File: src/rtl/upg_loader_fsm_if.sv
// Upgrade-loader bus: UART byte stream and mode enable in, memory write port and status out.
// The master side is the byte source / host; the slave side is the loader FSM.
interface upg_loader_fsm_if #(
    parameter int unsigned IDX_W = 14
);
    logic             en_i;
    logic [7:0]       rx_data_i;
    logic             rx_valid_i;
    logic             upg_wen_o;
    logic [IDX_W:0]   upg_adr_o;
    logic [31:0]      upg_dat_o;
    logic             upg_done_o;
    logic             err_o;
    logic             busy_o;

    modport master (
        output en_i, rx_data_i, rx_valid_i,
        input  upg_wen_o, upg_adr_o, upg_dat_o, upg_done_o, err_o, busy_o
    );

    modport slave (
        input  en_i, rx_data_i, rx_valid_i,
        output upg_wen_o, upg_adr_o, upg_dat_o, upg_done_o, err_o, busy_o
    );
endinterface

File: src/rtl/upg_loader_fsm.sv
// Framed byte-stream loader for IMem/DMem: TARGET, CNT_LO, CNT_HI, then CNT little-endian words.
// Issues one-cycle write strobes, flags bad targets and inter-byte timeouts, and latches a done flag.
module upg_loader_fsm #(
    parameter logic [22:0] TIMEOUT_CYCLES = 23'd5_000_000,
    parameter int unsigned IDX_W          = 14
) (
    input logic             clk,
    input logic             rst,
    upg_loader_fsm_if.slave bus
);

    typedef enum logic [2:0] {
        ST_IDLE   = 3'd0,
        ST_HDR_LO = 3'd1,
        ST_HDR_HI = 3'd2,
        ST_DATA   = 3'd3,
        ST_DONE   = 3'd4
    } state_t;

    localparam logic [IDX_W-1:0] IDX_ONE = {{(IDX_W-1){1'b0}}, 1'b1};

    state_t           state_r;
    logic             tgt_r;
    logic [7:0]       cnt_lo_r;
    logic [15:0]      remain_r;
    logic [IDX_W-1:0] idx_r;
    logic [1:0]       lane_r;
    logic [23:0]      word_r;
    logic [22:0]      tmo_r;
    logic             wen_r;
    logic [IDX_W:0]   adr_r;
    logic [31:0]      dat_r;
    logic             done_r;
    logic             err_r;
    logic             busy_r;

    logic             in_frame_s;
    logic             tmo_hit_s;

    // Frame-phase decode and inter-byte timeout detection
    always_comb begin
        in_frame_s = 1'b0;
        tmo_hit_s  = 1'b0;
        if ((state_r == ST_HDR_LO) || (state_r == ST_HDR_HI) || (state_r == ST_DATA)) begin
            in_frame_s = 1'b1;
        end else begin
            in_frame_s = 1'b0;
        end
        if (in_frame_s && !bus.rx_valid_i && ((tmo_r + 23'd1) >= TIMEOUT_CYCLES)) begin
            tmo_hit_s = 1'b1;
        end else begin
            tmo_hit_s = 1'b0;
        end
    end

    // Loader state machine with registered write port and status outputs
    always_ff @(posedge clk or posedge rst) begin
        if (rst) begin
            state_r  <= ST_IDLE;
            tgt_r    <= 1'b0;
            cnt_lo_r <= 8'd0;
            remain_r <= 16'd0;
            idx_r    <= '0;
            lane_r   <= 2'd0;
            word_r   <= 24'd0;
            tmo_r    <= 23'd0;
            wen_r    <= 1'b0;
            adr_r    <= '0;
            dat_r    <= 32'd0;
            done_r   <= 1'b0;
            err_r    <= 1'b0;
            busy_r   <= 1'b0;
        end else if (!bus.en_i) begin
            // Leaving upgrade mode: start fresh next time, but keep the last address/data visible
            state_r  <= ST_IDLE;
            remain_r <= 16'd0;
            idx_r    <= '0;
            lane_r   <= 2'd0;
            tmo_r    <= 23'd0;
            wen_r    <= 1'b0;
            done_r   <= 1'b0;
            err_r    <= 1'b0;
            busy_r   <= 1'b0;
        end else begin
            wen_r <= 1'b0;
            if (in_frame_s && !bus.rx_valid_i) begin
                tmo_r <= tmo_r + 23'd1;
            end else begin
                tmo_r <= 23'd0;
            end

            if (tmo_hit_s) begin
                // Abandon the frame; a partially assembled word is never written
                state_r <= ST_IDLE;
                err_r   <= 1'b1;
                busy_r  <= 1'b0;
                lane_r  <= 2'd0;
                tmo_r   <= 23'd0;
            end else if (bus.rx_valid_i) begin
                case (state_r)
                    ST_IDLE: begin
                        case (bus.rx_data_i)
                            8'h00, 8'h01: begin
                                tgt_r   <= bus.rx_data_i[0];
                                state_r <= ST_HDR_LO;
                                busy_r  <= 1'b1;
                            end
                            8'hFF: begin
                                state_r <= ST_DONE;
                                done_r  <= 1'b1;
                                busy_r  <= 1'b1;
                            end
                            default: begin
                                err_r <= 1'b1;
                            end
                        endcase
                    end
                    ST_HDR_LO: begin
                        cnt_lo_r <= bus.rx_data_i;
                        state_r  <= ST_HDR_HI;
                    end
                    ST_HDR_HI: begin
                        if ({bus.rx_data_i, cnt_lo_r} == 16'd0) begin
                            state_r <= ST_IDLE;
                            busy_r  <= 1'b0;
                        end else begin
                            remain_r <= {bus.rx_data_i, cnt_lo_r};
                            idx_r    <= '0;
                            lane_r   <= 2'd0;
                            state_r  <= ST_DATA;
                        end
                    end
                    ST_DATA: begin
                        lane_r <= lane_r + 2'd1;
                        case (lane_r)
                            2'd0: word_r[7:0]   <= bus.rx_data_i;
                            2'd1: word_r[15:8]  <= bus.rx_data_i;
                            2'd2: word_r[23:16] <= bus.rx_data_i;
                            2'd3: begin
                                // Index wraps silently past the end of the memory
                                dat_r    <= {bus.rx_data_i, word_r};
                                adr_r    <= {tgt_r, idx_r};
                                wen_r    <= 1'b1;
                                idx_r    <= idx_r + IDX_ONE;
                                remain_r <= remain_r - 16'd1;
                                if (remain_r == 16'd1) begin
                                    state_r <= ST_IDLE;
                                    busy_r  <= 1'b0;
                                end else begin
                                    state_r <= ST_DATA;
                                end
                            end
                            default: lane_r <= 2'd0;
                        endcase
                    end
                    ST_DONE: begin
                        state_r <= ST_DONE;
                    end
                    default: begin
                        state_r <= ST_IDLE;
                        busy_r  <= 1'b0;
                    end
                endcase
            end else begin
                state_r <= state_r;
            end
        end
    end

    assign bus.upg_wen_o  = wen_r;
    assign bus.upg_adr_o  = adr_r;
    assign bus.upg_dat_o  = dat_r;
    assign bus.upg_done_o = done_r;
    assign bus.err_o      = err_r;
    assign bus.busy_o     = busy_r;

endmodule

File: src/flat_wrapper.sv
// flat-port wrapper written by rule: the top's interface ports become plain ports
module upg_loader_fsm_flat 
#(
    parameter logic [22:0] TIMEOUT_CYCLES = 23'd5_000_000,
    parameter int unsigned IDX_W          = 14
)
  (clk, rst, bus_en_i, bus_rx_data_i, bus_rx_valid_i, bus_upg_wen_o, bus_upg_adr_o, bus_upg_dat_o, bus_upg_done_o, bus_err_o, bus_busy_o);
  upg_loader_fsm_if #(.IDX_W(IDX_W)) bus_i ();
  input logic clk;
  input logic rst;
  input wire logic [$bits(bus_i.en_i)-1:0] bus_en_i;
  input wire logic [$bits(bus_i.rx_data_i)-1:0] bus_rx_data_i;
  input wire logic [$bits(bus_i.rx_valid_i)-1:0] bus_rx_valid_i;
  output wire logic [$bits(bus_i.upg_wen_o)-1:0] bus_upg_wen_o;
  output wire logic [$bits(bus_i.upg_adr_o)-1:0] bus_upg_adr_o;
  output wire logic [$bits(bus_i.upg_dat_o)-1:0] bus_upg_dat_o;
  output wire logic [$bits(bus_i.upg_done_o)-1:0] bus_upg_done_o;
  output wire logic [$bits(bus_i.err_o)-1:0] bus_err_o;
  output wire logic [$bits(bus_i.busy_o)-1:0] bus_busy_o;
  assign bus_i.en_i = bus_en_i;
  assign bus_i.rx_data_i = bus_rx_data_i;
  assign bus_i.rx_valid_i = bus_rx_valid_i;
  assign bus_upg_wen_o = bus_i.upg_wen_o;
  assign bus_upg_adr_o = bus_i.upg_adr_o;
  assign bus_upg_dat_o = bus_i.upg_dat_o;
  assign bus_upg_done_o = bus_i.upg_done_o;
  assign bus_err_o = bus_i.err_o;
  assign bus_busy_o = bus_i.busy_o;
  upg_loader_fsm #(.TIMEOUT_CYCLES(TIMEOUT_CYCLES), .IDX_W(IDX_W)) u_core (.clk(clk), .rst(rst), .bus(bus_i));
endmodule
File: config.mk
export PLATFORM = sky130hd
export DESIGN_NAME = upg_loader_fsm_flat
export DESIGN_NICKNAME = d
export VERILOG_FILES = /design/src/rtl/upg_loader_fsm_if.sv /design/src/rtl/upg_loader_fsm.sv /design/src/flat_wrapper.sv
export SDC_FILE = /design/constraint.sdc
export NUM_CORES = 1
export LEC_CHECK = 0
export CAP_MARGIN = 25
export CORE_ASPECT_RATIO = 1.2
export CORE_UTILIZATION = 54
export CTS_BUF_LIST = sky130_fd_sc_hd__clkbuf_4
export CTS_CLUSTER_DIAMETER = 80
export DETAILED_ROUTE_END_ITERATION = 8
export PLACE_DENSITY = 0.82
export SLEW_MARGIN = 20
export SYNTH_ARGS = -nofsm -noshare
export SYNTH_HDL_FRONTEND = slang
export SYNTH_SLANG_ARGS = --single-unit
File: constraint.sdc
create_clock -name clk -period 4.6 [get_ports clk]
set_input_delay 0.69 -clock clk [delete_from_list [all_inputs] [get_ports clk]]
set_output_delay 0.69 -clock clk [all_outputs]
set_load 0.02 [all_outputs]
After elaboration in Yosys (flattened, before gate mapping)
Cells that the tools add are included.
{"block": "op_classes", "n_addsub": 4, "order_cmp": 1, "n_eq_ne": 28, "muxes": 53, "n_bitwise": 1, "reduce_logical": 24}
{"cell": "$mux W16", "count": 5}
{"cell": "$mux W14", "count": 5}
{"cell": "$mux W23", "count": 3}
{"cell": "$pmux W16 S2", "count": 1}
{"cell": "$reduce_and A5 Y1", "count": 6}
{"cell": "$pmux W14 S2", "count": 1}
{"cell": "$mux W1", "count": 24}
{"cell": "$add A23 B1 Y23 const B", "count": 1}
{"cell": "$ge A23 B23 Y1 const B", "count": 1}
{"cell": "$ne A4 B3 Y1 const B", "count": 5}
{"cell": "$eq A16 B1 Y1 const B", "count": 1}
{"cell": "$logic_not A16 Y1", "count": 1}
{"cell": "$sub A16 B1 Y16 const B", "count": 1}
{"cell": "$pmux W3 S5", "count": 1}
{"cell": "$add A14 B1 Y14 const B", "count": 1}
{"cell": "$mux W2", "count": 6}
{"cell": "$mux W3", "count": 4}
{"cell": "$ne A3 B1 Y1 const B", "count": 3}
{"cell": "$reduce_and A3 Y1", "count": 3}
{"cell": "$eq A8 B1 Y1 const B", "count": 1}
{"cell": "$eq A8 B8 Y1 const B", "count": 1}
{"cell": "$logic_not A8 Y1", "count": 1}
{"cell": "$reduce_and A4 Y1", "count": 2}
{"cell": "$eq A3 B2 Y1 const B", "count": 2}
{"cell": "other kinds (23)", "count": 31}
{"block": "totals", "regBits": 142, "input_bits": 12, "out_inout_bits": 51, "word_cells": 127}

Logic depth before layout (Yosys ltp)
{"block": "depth", "ltp_word": 9, "depth_mapped": 10, "mapped_depth_nobuf": 9}

Least setup slack after synthesis
OpenSTA, ideal clock, no wires.
{"block": "synth_timing", "path_kind": "input-to-reg", "from": "input bus_rx_data_i[4]", "to": "register u_core.remain_r[13]", "arrival_ns": 2.475, "t_required_ns": 4.479, "setup_slack_ns": 2.004, "stages": 8, "n_path_buf": 1, "cell_sequence": "or4_1 nor4_2 a311oi_1 mux2_2 a21boi_2 buf_2 a21oi_1 o22a_1"}
{"block": "synth_via", "elab_chain_cells": 3}
{"element": "from (decl)", "line_no": "flat_wrapper.sv:12", "text": "input wire logic [$bits(bus_i.rx_data_i)-1:0] bus_rx_data_i;"}
{"element": "$logic_not A16 Y1", "line_no": "upg_loader_fsm.sv:123", "text": "if ({bus.rx_data_i, cnt_lo_r} == 16'd0) begin"}
{"element": "$ne A3 B3 Y1 (no source line)"}
{"element": "$reduce_and A5 Y1 (no source line)"}
{"element": "to (signal assigned)", "line_no": "upg_loader_fsm.sv:127", "text": "remain_r <= {bus.rx_data_i, cnt_lo_r};"}
{"element": "to (signal assigned)", "line_no": "upg_loader_fsm.sv:145", "text": "remain_r <= remain_r - 16'd1;"}
{"element": "to (decl)", "line_no": "upg_loader_fsm.sv:25", "text": "logic [15:0] remain_r;"}
Every way passes these cells.
A chain may end at the register's enable or synchronous reset.

Worst setup path in the final report
{"block": "layout_timing", "from": "register u_core.tmo_r[0]", "to": "register u_core.tmo_r[14]"}
{"block": "layout_via", "elab_chain_cells": 6, "word_cells_on_any_way": 7, "cone_classes": "add/sub: 1; order compare: 1; mux: 4; reduce/logical: 1"}
{"element": "from (decl)", "line_no": "upg_loader_fsm.sv:29", "text": "logic [22:0] tmo_r;"}
{"element": "from (signal assigned)", "line_no": "upg_loader_fsm.sv:87", "text": "tmo_r <= tmo_r + 23'd1;"}
{"element": "$add A23 B1 Y23 *", "line_no": "upg_loader_fsm.sv:49, upg_loader_fsm.sv:87"}
{"element": "$ge A23 B23 Y1", "line_no": "upg_loader_fsm.sv:49", "text": "if (in_frame_s && !bus.rx_valid_i && ((tmo_r + 23'd1) >= TIMEOUT_CYCLES)) begin"}
{"element": "$logic_and A1 B1 Y1", "line_no": "upg_loader_fsm.sv:49"}
{"element": "$mux W1", "line_no": "upg_loader_fsm.sv:49"}
{"element": "$mux W23 *", "line_no": "upg_loader_fsm.sv:92", "text": "if (tmo_hit_s) begin"}
{"element": "$mux W23 *", "line_no": "upg_loader_fsm.sv:73", "text": "end else if (!bus.en_i) begin"}
Every way passes the cells marked *; elsewhere a longest branch is shown, timed or not.

==> impl_metrics.env <==
export IMPL_dr_pass1_iters=5
export IMPL_rsz0062_at_grt="no"
export IMPL_clkSinkCount=142
export IMPL_path_cells="ha_1 > inv_1 > nor4_4 > nand3_1 > xnor2_1 > nand3_1 > o21a_2 > o2111ai_4 > nor2b_1"
export IMPL_syn_to_final_growth_pct=14.3
export IMPL_cts_tree="done"
export IMPL_synth_mux_area_share_pct=5.69
export IMPL_start_util_pct=56.3
export IMPL_synthXorXnorAreaFrac_pct=3.17
export IMPL_finalPower_w=0.00248
export IMPL_antenna_cells=0
export IMPL_synth_simple_gate_area_share_pct=24.2
export IMPL_synth_area_per_cell_um2=9.49
export IMPL_yosys_register_bits=142
export IMPL_worstMarginPinSlew_ns=0.922
export IMPL_htree_levels=4
export IMPL_vdd_drop_max_v=0.000235
export IMPL_hold_depth=2
export IMPL_setup_tns_ns=0
export IMPL_regToRegSetupSlack_ns=1.53
export IMPL_synth_area_leaders="dfrtp_1 (51%), nand2_1 (9.7%), mux2_2 (5.5%)"
export IMPL_yosysMostFrequentCell="nand2_1"
export IMPL_synth_compound_area_share_pct=11.0
export IMPL_synth_flop_cell="dfrtp_1"
export IMPL_p_leak_nw=3.66
export IMPL_cpPeakStageDelay_ns=0.73
export IMPL_ctsResizeCount=0
export IMPL_clock_skew_ns=0.0167
export IMPL_critPathTopFamily="compound AO/OA/AOI/OAI gates"
export IMPL_grt_max_degree=95
export IMPL_powerDensity_nw_per_um2=314
export IMPL_synthArstFlopShare_pct=100
export IMPL_grt_overflow_total=0
export IMPL_cts_root_buf="clkbuf_4"
export IMPL_hold_path_end="u_core.bus.upg_dat_o[22]"
export IMPL_finalHoldViolCount=0
export IMPL_rr_worst_depth=9
export IMPL_synth_seq_area_share_pct=51.4
export IMPL_io_pins=63
export IMPL_post_cts_buffers=0
export IMPL_clock_fmax_mhz=326
export IMPL_grt_pass1_vias=5548
export IMPL_syn_nets=749
export IMPL_cp_buffers_inverters=1
export IMPL_die_h_um=126
export IMPL_cp_required_ns=5.04
export IMPL_critPathKind="reg2reg"
export IMPL_yosys_warnings=0
export IMPL_max_slew_margin_pct=38.5
export IMPL_setup_viol=0
export IMPL_cp_end_kind="flop"
export IMPL_clk_latency_ns=0.58
export IMPL_cp_common_cell="nand3_1"
export IMPL_hold_start="u_core.word_r[22]"
export IMPL_grt_pass1_wl_mm=26.6
export IMPL_regToRegStartpoint="u_core.tmo_r[0]"
export IMPL_hold_class="reg2reg"
export IMPL_numPortBuffers=62
export IMPL_synth_top_area_share_pct=51.4
export IMPL_crit_arrival_ns=3.50
export IMPL_die_w_um=105
export IMPL_drtAntennaViolNets=0
export IMPL_drive_gt1_share_pct=14.0
export IMPL_cts_max_path_buffers=2
export IMPL_synth_cells=728
export IMPL_fp_row_count=44
export IMPL_finalMaxSlewViolations=0
export IMPL_grt_use_total_pct=25.3
export IMPL_status="finished clean"
export IMPL_min_period_ns=3.07
export IMPL_r2r_end="u_core.tmo_r[14]"
export IMPL_cap_viol_max_count=0
export IMPL_synthDistinctLibCells=65
export IMPL_clkTransAtPathRegs_ns=0.12
export IMPL_wl_per_cell_um=16.3
export IMPL_route_detailed_drc=0
export IMPL_avgViaCountPerCell=5.87
export IMPL_period_share_pct=66.6
export IMPL_hold_buffers=0
export IMPL_yosys_top_cells_count="nand2_1 (178), dfrtp_1 (142), o21ai_0 (45)"
export IMPL_detailroute_via_count=5602
export IMPL_place_congestion=0.942
export IMPL_slowest_stage="o2111ai_4"
export IMPL_dr_first_iter_drc_count=447
export IMPL_synth_fa_ha_area_share_pct=1.63
export IMPL_yosys_area_top_type="dfrtp_1"
export IMPL_antenna_found_initial=0
export IMPL_routed_wl_mm=15.5
export IMPL_crit_path_max_fanout=23
export IMPL_fp_dieArea_um2=13300
export IMPL_synth_top_family_by_area="simple AND/OR/NAND/NOR gates"
export IMPL_fin_nets=802
export IMPL_startpoint_type="flop"
export IMPL_cts_buffers=17
export IMPL_core_area_um2=12300
export IMPL_syn_cell_area_um2=6910
export IMPL_synth_enable_flop_cells=0
export IMPL_dpl_hpwl_mm=10.4
flip-flops by register name (all words and copies together), names as in the netlist, 2 cells and up:
name	flops
u_core.cnt_lo_r	8
u_core.remain_r	16
u_core.idx_r	14
u_core.tmo_r	23
u_core.bus.upg_dat_o	32
u_core.state_r	3
u_core.word_r	24
u_core.lane_r	2
u_core.bus.upg_adr_o	15
per-stage QoR:
stage / setup slack [ns] / area [µm²] / utilization (%) / cells / hold slack (ns)
after detailed placement: 1.01 / 7640 / 62.2 / 923 / 0.449
after global placement: 1.16 / 7640 / 62.2 / 923 / 0.444
after floorplan: 0.100 / 6910 / - / 728 / 0.433
after CTS: 1.49 / 7900 / 64.4 / 955 / 0.482
after global routing: 1.24 / 7900 / 64.4 / 955 / 0.495
final: 1.53 / 7900 / 64.4 / 955 / 0.476
per-layer routing:
metal	track usage (%)	share of wire, %	wire (µm)	vias up
met1	32.0	42	6510	2742
met2	41.5	49	7660	195
met4	12.1	2.8	435	0
met3	5.38	5.9	922	50
li1	-	-	-	2615
met5	0	0	0	-
cell families (layout without fill, tap and decap cells):
| group | Yosys count | count (layout) |
|---|---|---|
| compound gates | 122 | 122 |
| xor+xnor | 25 | 25 |
| fa+ha+maj | 9 | 9 |
| buf+inv | 47 | 113 |
| flops | 142 | 142 |
| mux | 35 | 35 |
| simple gates | 348 | 348 |
final cells by class:
| class | count | area (µm²) |
|---|---|---|
| fill | 982 | 4380 |
| clock inverter | 15 | 135 |
| tap | 161 | 201 |
| clock buffer | 17 | 128 |
| multi-input combinational | 539 | 3160 |
| sequential | 142 | 3550 |
| timing repair buffer | 68 | 666 |
| inverter | 13 | 53.8 |
worst max path at each step:
stage,end,depth (start not counted),slack (ns),startpoint
2_1_floorplan,u_core.bus.busy_o,1,0.10,rst
3_3_place_gp,u_core.idx_r[4],10,1.16,bus_rx_data_i[4]
3_5_place_dp,u_core.remain_r[15],9,1.01,bus_rx_data_i[4]
4_1_cts,u_core.tmo_r[14],9,1.49,u_core.tmo_r[0]
5_1_grt,u_core.tmo_r[14],9,1.24,u_core.tmo_r[0]
6_report,u_core.tmo_r[14],9,1.53,u_core.tmo_r[0]
worst register-to-register path: stages, from the launching register on:
cell	delay, ns
dfrtp_1	0.45
ha_1	0.31
inv_1	0.19
nor4_4	0.41
nand3_1	0.14
xnor2_1	0.19
nand3_1	0.14
o21a_2	0.25
o2111ai_4	0.73
nor2b_1	0.13
layout by cell type (no fill, tap or decap), types with 8 or more instances in the layout:
cell type          n
nand2_1          178
dfrtp_1          142
clkdlybuf4s50_1   62
o21ai_0           45
nor2_1            38
mux2_2            34
a21oi_1           22
nand3_1           21
nor3_1            20
nor2_2            20
and3_1            17
clkbuf_4          17
xnor2_1           16
inv_1             12
o21ai_1           12
nand4_1           10
xor2_1             9
ha_1               9
nor2b_1            8
a31oi_1            8
power breakdown:
group	internal [W]	switching, W	leakage, nW	total, W
registers	0.00133	0.0000752	1.95	0.00140
logic	0.000122	0.000190	1.56	0.000313
clock network	0.000275	0.000491	0.145	0.000766
Power figures use the tool's default switching activity.
